### src/rtl/wb_arb_pkg.sv
// Shared encodings for the two-master bus arbiter.
// Latency: n/a (types and constants only).
// Backpressure: n/a.
package wb_arb_pkg;

    typedef enum logic {
        IDLE = 1'b0,
        BUSY = 1'b1
    } state_t;

    localparam logic [1:0] GNT_NONE = 2'b00;
    localparam logic [1:0] GNT_M0   = 2'b01;
    localparam logic [1:0] GNT_M1   = 2'b10;

    localparam logic [31:0] ERR_DATA_DEF = 32'hDEADBEEF;

endpackage

### src/rtl/wb_watchdog.sv
// Per-transfer watchdog: counts BUSY cycles and flags the last allowed one.
// Latency: expired is combinational from the registered count.
// Backpressure: none; the counter saturates instead of wrapping.
module wb_watchdog #(
    parameter int              TO_W    = 16,
    parameter logic [TO_W-1:0] TIMEOUT = 16'd1000
) (
    input  logic clk,
    input  logic rst,
    input  logic clr,
    input  logic run,
    output logic expired
);

    localparam logic [TO_W-1:0] LIMIT = TIMEOUT - 1'b1;

    logic [TO_W-1:0] cnt;

    // Count cycles while a transfer is outstanding; clear between transfers.
    always_ff @(posedge clk) begin
        if (rst || clr) begin
            cnt <= '0;
        end else if (run && (cnt != '1)) begin
            cnt <= cnt + 1'b1;
        end
    end

    assign expired = (cnt == LIMIT);

endmodule

### src/rtl/wb_arbiter.sv
// Two-master round-robin bus arbiter with a slave watchdog and sticky error.
// Latency: request to s_STB is 1 cycle; ACK is passed through combinationally.
// Backpressure: a master holds STB until ACK; a silent slave is cut off after TIMEOUT cycles.
module wb_arbiter
    import wb_arb_pkg::*;
#(
    parameter int              TO_W     = 16,
    parameter logic [TO_W-1:0] TIMEOUT  = 16'd1000,
    parameter logic [31:0]     ERR_DATA = ERR_DATA_DEF
) (
    input  logic        clk,
    input  logic        rst,
    input  logic        m0_STB,
    input  logic        m0_WE,
    input  logic [31:0] m0_ADDR,
    input  logic [31:0] m0_DAT_I,
    output logic        m0_ACK,
    output logic [31:0] m0_DAT_O,
    input  logic        m1_STB,
    input  logic        m1_WE,
    input  logic [31:0] m1_ADDR,
    input  logic [31:0] m1_DAT_I,
    output logic        m1_ACK,
    output logic [31:0] m1_DAT_O,
    output logic        s_STB,
    output logic        s_WE,
    output logic [31:0] s_ADDR,
    output logic [31:0] s_DAT_O,
    input  logic        s_ACK,
    input  logic [31:0] s_DAT_I,
    input  logic        err_clr,
    output logic [1:0]  grant,
    output logic        err,
    output logic        err_master
);

    state_t      state, state_nx;
    logic [1:0]  grant_nx;
    logic        last, last_nx;
    logic        err_nx, err_master_nx;
    logic [1:0]  winner;
    logic        busy, g_sel, g_stb, g_we;
    logic [31:0] g_addr, g_dat;
    logic        expired, done, tmo, ack;
    logic [31:0] rdat;

    // last holds the index of the previous winner, so a tie goes to the other master.
    assign winner = (m0_STB && m1_STB) ? (last ? GNT_M0 : GNT_M1)
                  : (m0_STB ? GNT_M0 : GNT_M1);

    assign busy   = (state == BUSY);
    assign g_sel  = grant[1];
    assign g_stb  = g_sel ? m1_STB   : m0_STB;
    assign g_we   = g_sel ? m1_WE    : m0_WE;
    assign g_addr = g_sel ? m1_ADDR  : m0_ADDR;
    assign g_dat  = g_sel ? m1_DAT_I : m0_DAT_I;

    assign done = busy && g_stb && s_ACK;
    assign tmo  = busy && g_stb && !s_ACK && expired;
    assign ack  = done || tmo;
    assign rdat = done ? s_DAT_I : (tmo ? ERR_DATA : 32'h0);

    wb_watchdog #(
        .TO_W    (TO_W),
        .TIMEOUT (TIMEOUT)
    ) u_watchdog (
        .clk     (clk),
        .rst     (rst),
        .clr     (!busy),
        .run     (busy),
        .expired (expired)
    );

    // Arbitration state, round-robin history and sticky error registers.
    always_ff @(posedge clk) begin
        if (rst) begin
            state      <= IDLE;
            grant      <= GNT_NONE;
            last       <= 1'b1;
            err        <= 1'b0;
            err_master <= 1'b0;
        end else begin
            state      <= state_nx;
            grant      <= grant_nx;
            last       <= last_nx;
            err        <= err_nx;
            err_master <= err_master_nx;
        end
    end

    // Next-state: grant on any request, release on ACK, abort or timeout.
    always_comb begin
        state_nx      = state;
        grant_nx      = grant;
        last_nx       = last;
        err_nx        = err_clr ? 1'b0 : err;
        err_master_nx = err_master;
        case (state)
            IDLE: begin
                if (m0_STB || m1_STB) begin
                    state_nx = BUSY;
                    grant_nx = winner;
                    last_nx  = (winner == GNT_M1);
                end
            end
            BUSY: begin
                if (!g_stb || s_ACK) begin
                    state_nx = IDLE;
                    grant_nx = GNT_NONE;
                end else if (expired) begin
                    // A new timeout overrides a simultaneous err_clr.
                    state_nx      = IDLE;
                    grant_nx      = GNT_NONE;
                    err_nx        = 1'b1;
                    err_master_nx = g_sel;
                end
            end
            default: begin
                state_nx = IDLE;
                grant_nx = GNT_NONE;
            end
        endcase
    end

    // Slave-side forwarding and ACK/data return to the owner only.
    always_comb begin
        s_STB    = busy && g_stb;
        s_WE     = busy && g_we;
        s_ADDR   = busy ? g_addr : 32'h0;
        s_DAT_O  = busy ? g_dat  : 32'h0;
        m0_ACK   = ack && (grant == GNT_M0);
        m1_ACK   = ack && (grant == GNT_M1);
        m0_DAT_O = (grant == GNT_M0) ? rdat : 32'h0;
        m1_DAT_O = (grant == GNT_M1) ? rdat : 32'h0;
    end

endmodule

### config.mk
export PLATFORM = sky130hd
export DESIGN_NAME = wb_arbiter
export DESIGN_NICKNAME = d
export VERILOG_FILES = /design/src/rtl/wb_arb_pkg.sv /design/src/rtl/wb_watchdog.sv /design/src/rtl/wb_arbiter.sv
export SDC_FILE = /design/constraint.sdc
export NUM_CORES = 1
export LEC_CHECK = 0
export ABC_AREA = 1
export CAP_MARGIN = 40
export CORE_AREA = 3 3 118 120
export DETAILED_ROUTE_END_ITERATION = 10
export DIE_AREA = 0 0 121 123
export GPL_TIMING_DRIVEN = 0
export PLACE_DENSITY = 0.65
export SLEW_MARGIN = 40
export SYNTH_ARGS = -nofsm -noshare
export SYNTH_HDL_FRONTEND = slang
export SYNTH_SLANG_ARGS = --single-unit
### constraint.sdc
create_clock -name clk -period 2.1 [get_ports clk]
set_clock_uncertainty 0.15 [all_clocks]
set_input_delay 0.42 -clock clk [delete_from_list [all_inputs] [get_ports clk]]
set_output_delay 0.42 -clock clk [all_outputs]
set_load 0.01 [all_outputs]
== Word level (Yosys, flattened, before mapping) ==
Cells that the tools add are included.

* Bits in read-only memories: 0
* Logic and storage cells: 60
* Input bits: 168
* Bits in latches: 0
* Memory bits (writable): 0
* Memories kept: 0
* Flip-flop bits (word level): 22
* Output and inout port bits: 136

* Reduce and logical (&&, ||, !) cells: 19
* Div/mod/pow operators: 0
* $mul: 0
* Equality and inequality tests: 7
* Mux-type cells: 25
* $add $sub $neg: 1
* Bitwise logic cells: 2
* Magnitude comparators: 0
* Shift-type cells: 0

{| class="wikitable"
|+ Operators with widths
! operator !! number
|-
| $mux 32 || 8
|-
| $add 16x1->16 const B || 1
|-
| $eq 16x10->1 const B || 1
|-
| $ne 16x16->1 const B || 1
|-
| $mux 2 || 6
|-
| $logic_and 1x1->1 || 9
|-
| $mux 1 || 9
|-
| $eq 2x2->1 const B || 2
|-
| $logic_or 1x1->1 || 4
|-
| $pmux 2 s2 || 1
|-
| $reduce_and 2->1 || 2
|-
| $logic_not 1->1 || 3
|-
| $ne 3x1->1 const B || 1
|-
| $reduce_and 3->1 || 1
|-
| $eq 2x1->1 const B || 1
|-
| $ne 2x2->1 const B || 1
|-
| $not 1->1 || 2
|-
| $pmux 1 s2 || 1
|}

== Longest topological paths before layout ==
* Depth in word-level cells: 7
* Gate-level depth with buffers: 10
* Mapped depth without buffers: 10

== Hierarchy ==
From an unflattened synthesis, not the netlist that was laid out.

* Cells, all modules: 535
* Area, all modules: 2743.9 sq um

{| class="wikitable"
|+ Modules (own cells, without submodules)
! module !! times used !! area an instance (sq um) !! cells each !! seq. area each (sq um)
|-
| wb_arbiter || 1 || 1701.6 || 371 || 120.1
|-
| wb_watchdog || 1 || 1042.2 || 164 || 320.3
|}

== Worst setup path after synthesis ==
No wires, ideal clock.

* Path kind: reg-to-output
* Start: reg u_watchdog.cnt[0]
* End: out m0_DAT_O[18]
* Arrival time: 1502 ps
* Path slack: 28 ps
* Data required time: 1530 ps
* Buffers on the path: 1
* Cell stages (with the launch flop): 11
* Path through: dfxtp_1 > ha_1 > nand2_1 > inv_1 > nand2_1 > nor2_1 > nand3_2 > nand2_2 > nand3_4 > buf_6 > nor2_1

* Longest elaborated chain between the ends: 5

{| class="wikitable"
|+ Ends and longest elaborated chain
! item !! RTL line !! RTL
|-
| from (decl) || wb_watchdog.sv:17 || <nowiki>logic [TO_W-1:0] cnt;</nowiki>
|-
| from (signal assigned) || wb_watchdog.sv:24 || <nowiki>cnt <= cnt + 1'b1;</nowiki>
|-
| $eq 16x10->1 || wb_watchdog.sv:28 || <nowiki>assign expired = (cnt == LIMIT);</nowiki>
|-
| $logic_and 1x1->1 || wb_arbiter.sv:59 || <nowiki>assign tmo = busy && g_stb && !s_ACK && expired;</nowiki>
|-
| $mux 32 (2 in series) || wb_arbiter.sv:61 || <nowiki>assign rdat = done ? s_DAT_I : (tmo ? ERR_DATA : 32'h0);</nowiki>
|-
| $mux 32 || wb_arbiter.sv:133 || <nowiki>m0_DAT_O = (grant == GNT_M0) ? rdat : 32'h0;</nowiki>
|-
| to (decl) || wb_arbiter.sv:18 || <nowiki>output logic [31:0] m0_DAT_O,</nowiki>
|}

No other way between the ends.

== Worst setup path in the final report ==
* Start: reg u_watchdog.cnt[0]
* End: out m1_DAT_O[18]

* Longest elaborated chain between the ends: 5

{| class="wikitable"
|+ Ends and longest elaborated chain
! item !! RTL line !! RTL
|-
| $eq 16x10->1 || wb_watchdog.sv:28 ||
|-
| $logic_and 1x1->1 || wb_arbiter.sv:59 ||
|-
| $mux 32 (2 in series) || wb_arbiter.sv:61 ||
|-
| $mux 32 || wb_arbiter.sv:134 || <nowiki>m1_DAT_O = (grant == GNT_M1) ? rdat : 32'h0;</nowiki>
|-
| to (decl) || wb_arbiter.sv:24 || <nowiki>output logic [31:0] m1_DAT_O,</nowiki>
|}

No other way between the ends.

==> impl_metrics.json <==
{
  "status": "complete, but fails checks",
  "violations": "negative setup slack",
  "dp_hpwl_mm": 12.2,
  "power.internal_w": 0.00136,
  "wl_met2_mm": 8.10,
  "synth_top_area_share_pct": 30.7,
  "cts_buffers": 3,
  "dpl-instance-area_sq_mm": 0.00596,
  "wirelength_mm": 15.9,
  "num-nets-final": 1052,
  "power.leakage_nw": 3.13,
  "synth.cell_area_sq_mm": 0.00270,
  "worst_setup_path_start_kind": "flop",
  "path_class": "flop to output pin",
  "vias": 4644,
  "min_path_type": "flop to flop",
  "yosys_warnings": 0,
  "setup_viol": 66,
  "max_freq_ghz": 0.404,
  "synthCells": 529,
  "grt_pass1_vias": 4274,
  "netlist_top_cells_area": "nor2_1 (31%), dfxtp_1 (16%), o21ai_0 (13%)",
  "grt_max_degree": 14,
  "diodes": 0,
  "cp.required_ns": 1.53,
  "area_growth_pct": 147,
  "power.share.clock_pct": 27.7,
  "grt_pass1_wl_mm": 22.4,
  "grtUsageTotal_pct": 18.7,
  "placementRows": 42,
  "wl_met1_mm": 6.23,
  "hold_violations": 0,
  "rsz0062_at_grt": "true",
  "clock_latency_ns": 0.26,
  "yosysUniqueCellTypes": 26,
  "net-switching-power_w": 0.000621,
  "drt-vias-per-instance": 4.39,
  "arrival_ns": 1.90,
  "routed.top_layer": "met4",
  "routabilityCongestion": 0.808,
  "tightest_slew_ns": 0.431,
  "slew_headroom_pct": 71.2,
  "syn_nets": 698,
  "postLayoutCellArea_sq_mm": 0.00668,
  "fillCellCount": 1316,
  "power.total_w": 0.00198,
  "ys_seq_elements": 22,
  "dieArea_sq_mm": 0.0149,
  "final_common_cell": "nor2_1",
  "coreArea_sq_mm": 0.0131,
  "drc": 0,
  "grt_overflow": 0,
  "end_kind": "output pin",
  "io_buffer_count": 303,
  "path_max_fanout": 9,
  "ctsHtreeMaxLevel": 1,
  "clkTransAtPathRegs_ns": 0.06,
  "clockBufferDepth": 2,
  "r2r_start": "u_watchdog.cnt[0]",
  "cts_tree": "yes",
  "power.density_mw_per_mm2": 296,
  "postCtsHoldBufs": 0,
  "min_period_ns": 2.47,
  "yosys.area.top_type": "nor2_1",
  "drv_cap": 0,
  "layout-drive-gt1-share_pct": 33.6,
  "root_buffer": "clkbuf_16",
  "crit_path_start": "u_watchdog.cnt[0]",
  "ir_drop_mv": 0.274,
  "min_from": "err_master",
  "antenna_found_initial": 0,
  "power_frac_comb_pct": 50.1,
  "die_w_microns": 121,
  "seq_area_frac_synth_pct": 16.3,
  "cts.sinks": 22,
  "slew_violations": 0,
  "antenna_left": 0,
  "fin_ws_ns": -0.372,
  "start_util_pct": 20.7,
  "io_pins": 304,
  "drtPass1Iterations": 4,
  "postSynthAreaPerCell_sq_um": 5.11,
  "p_seq_share_pct": 22.2,
  "swShare_pct": 31.4,
  "layout_common_cells": "nor2_1 (195), clkdlybuf4s50_1 (168), nand2_1 (65), buf_2 (49)",
  "detail_route.wl_per_cell_microns": 15.0,
  "dr_wl_met3_mm": 1.35,
  "fin_crit_sh_pct": 118,
  "die-height_microns": 123,
  "drt_iter0_markers": 184
}
==> cells in the mapped netlist <==
library cell    n
inv_2           6
buf_4           2
inv_1          29
o211ai_1        1
nand3_2         1
clkbuf_1       22
xnor2_1         1
a21oi_1        17
nand2_1        71
buf_6           4
a211o_1         1
xor2_1          4
ha_1            1
nor3_1          6
nand3_1        12
buf_2           1
nand2_2         6
nor2_2         15
nand3_4         1
o21ai_0        68
dfxtp_1        22
nand4_1         4
nor2_1        221
nand3b_1        1
nor3_2         10
buf_1           2
==> power groups by stage <==
stage	Clock, W	Sequential, W	Combinational, W
2_1_floorplan	0	0.000446	0.000293
3_3_place_gp	0	0.000449	0.000895
3_5_place_dp	0	0.000449	0.000895
4_1_cts	0.000556	0.000440	0.000950
5_1_grt	0.000577	0.000440	0.00107
6_report	0.000549	0.000439	0.000992
==> layer usage <==
metal | up-vias | GRT usage (%)
li1 | 2374 | -
met1 | 2043 | 21.8
met2 | 212 | 34.7
met3 | 15 | 4.67
met4 | 0 | 3.68
met5 | - | 0
==> final cells by class <==
| cell class | count | area [sq um] | share of cell area (%) |
|---|---|---|---|
| Timing Repair Buffer | 350 | 3160 | 47.3 |
| Sequential cell | 22 | 455 | 6.82 |
| Clock buffer | 3 | 75.1 | 1.12 |
| Inverter | 35 | 136 | 2.04 |
| Multi-Input combinational cell | 441 | 2270 | 33.9 |
| Tap cell | 176 | 220 | 3.30 |
| Buffer | 30 | 338 | 5.06 |
| Clock inverter | 1 | 30.0 | 0.450 |
==> final timing paths <==
| kind | end | slack [ns] | depth (start not counted) |
|---|---|---|---|
| max | m1_DAT_O[18] | -0.37 | 11 |
| min | err_master | 0.32 | 2 |
| max reg2reg | u_watchdog.cnt[2] | 0.08 | 15 |
| min reg2reg | err_master | 0.32 | 2 |
==> metrics by stage <==
| step | hold slack (ns) | instances | worst slack, ns | utilization, % | setup TNS (ns) |
|---|---|---|---|---|---|
| detailed placement | 0.318 | 1008 | -1.16 | 45.5 | -102.04 |
| CTS | 0.330 | 1049 | -0.369 | 50.3 | -17.26 |
| finish | 0.319 | 1058 | -0.372 | 51.0 | -15.52 |
| global route | 0.345 | 1058 | -0.436 | 51.0 | -21.70 |
| global placement | 0.308 | 1008 | -1.15 | 45.5 | -100.79 |
| floorplan | 0.307 | 529 | 0.0282 | - | 0 |
==> kinds of logic (layout without fill, tap and decap cells) <==
group | Yosys count | after routing | synth area share, %
AND/OR/NAND/NOR | 348 | 348 | 54.7
adder cells (fa/ha/maj) | 1 | 1 | 0.463
AO/OA/AOI/OAI | 87 | 87 | 16.3
XOR/XNOR | 5 | 5 | 1.62
flip-flops | 22 | 22 | 16.3
buffers and inverters | 66 | 419 | 10.6
==> sequential cells by signal, summed over array words and instances, names as in the netlist <==
signal          flops
err                 1
err_master          1
grant               2
busy                1
last                1
u_watchdog.cnt     16
==> worst max-delay path, cell delays in order (launching register included) <==
cell	delay, ns
dfxtp_4	0.36
ha_4	0.15
nand2_4	0.05
inv_2	0.07
nand2_2	0.05
nor2_4	0.12
nand3_4	0.09
nand2_4	0.09
nand2_4	0.11
buf_6	0.17
nor2_1	0.12
clkdlybuf4s15_2	0.25
==> what timing repair did <==
item	in CTS	in global routing
gates resized for setup	499	173
setup buffers	32	12
pin swaps	14	14
cloned	5	2
endpoints found under the setup margin	132	131
endpoints found under the hold margin	0	0
(Power assumes the default switching activity.)
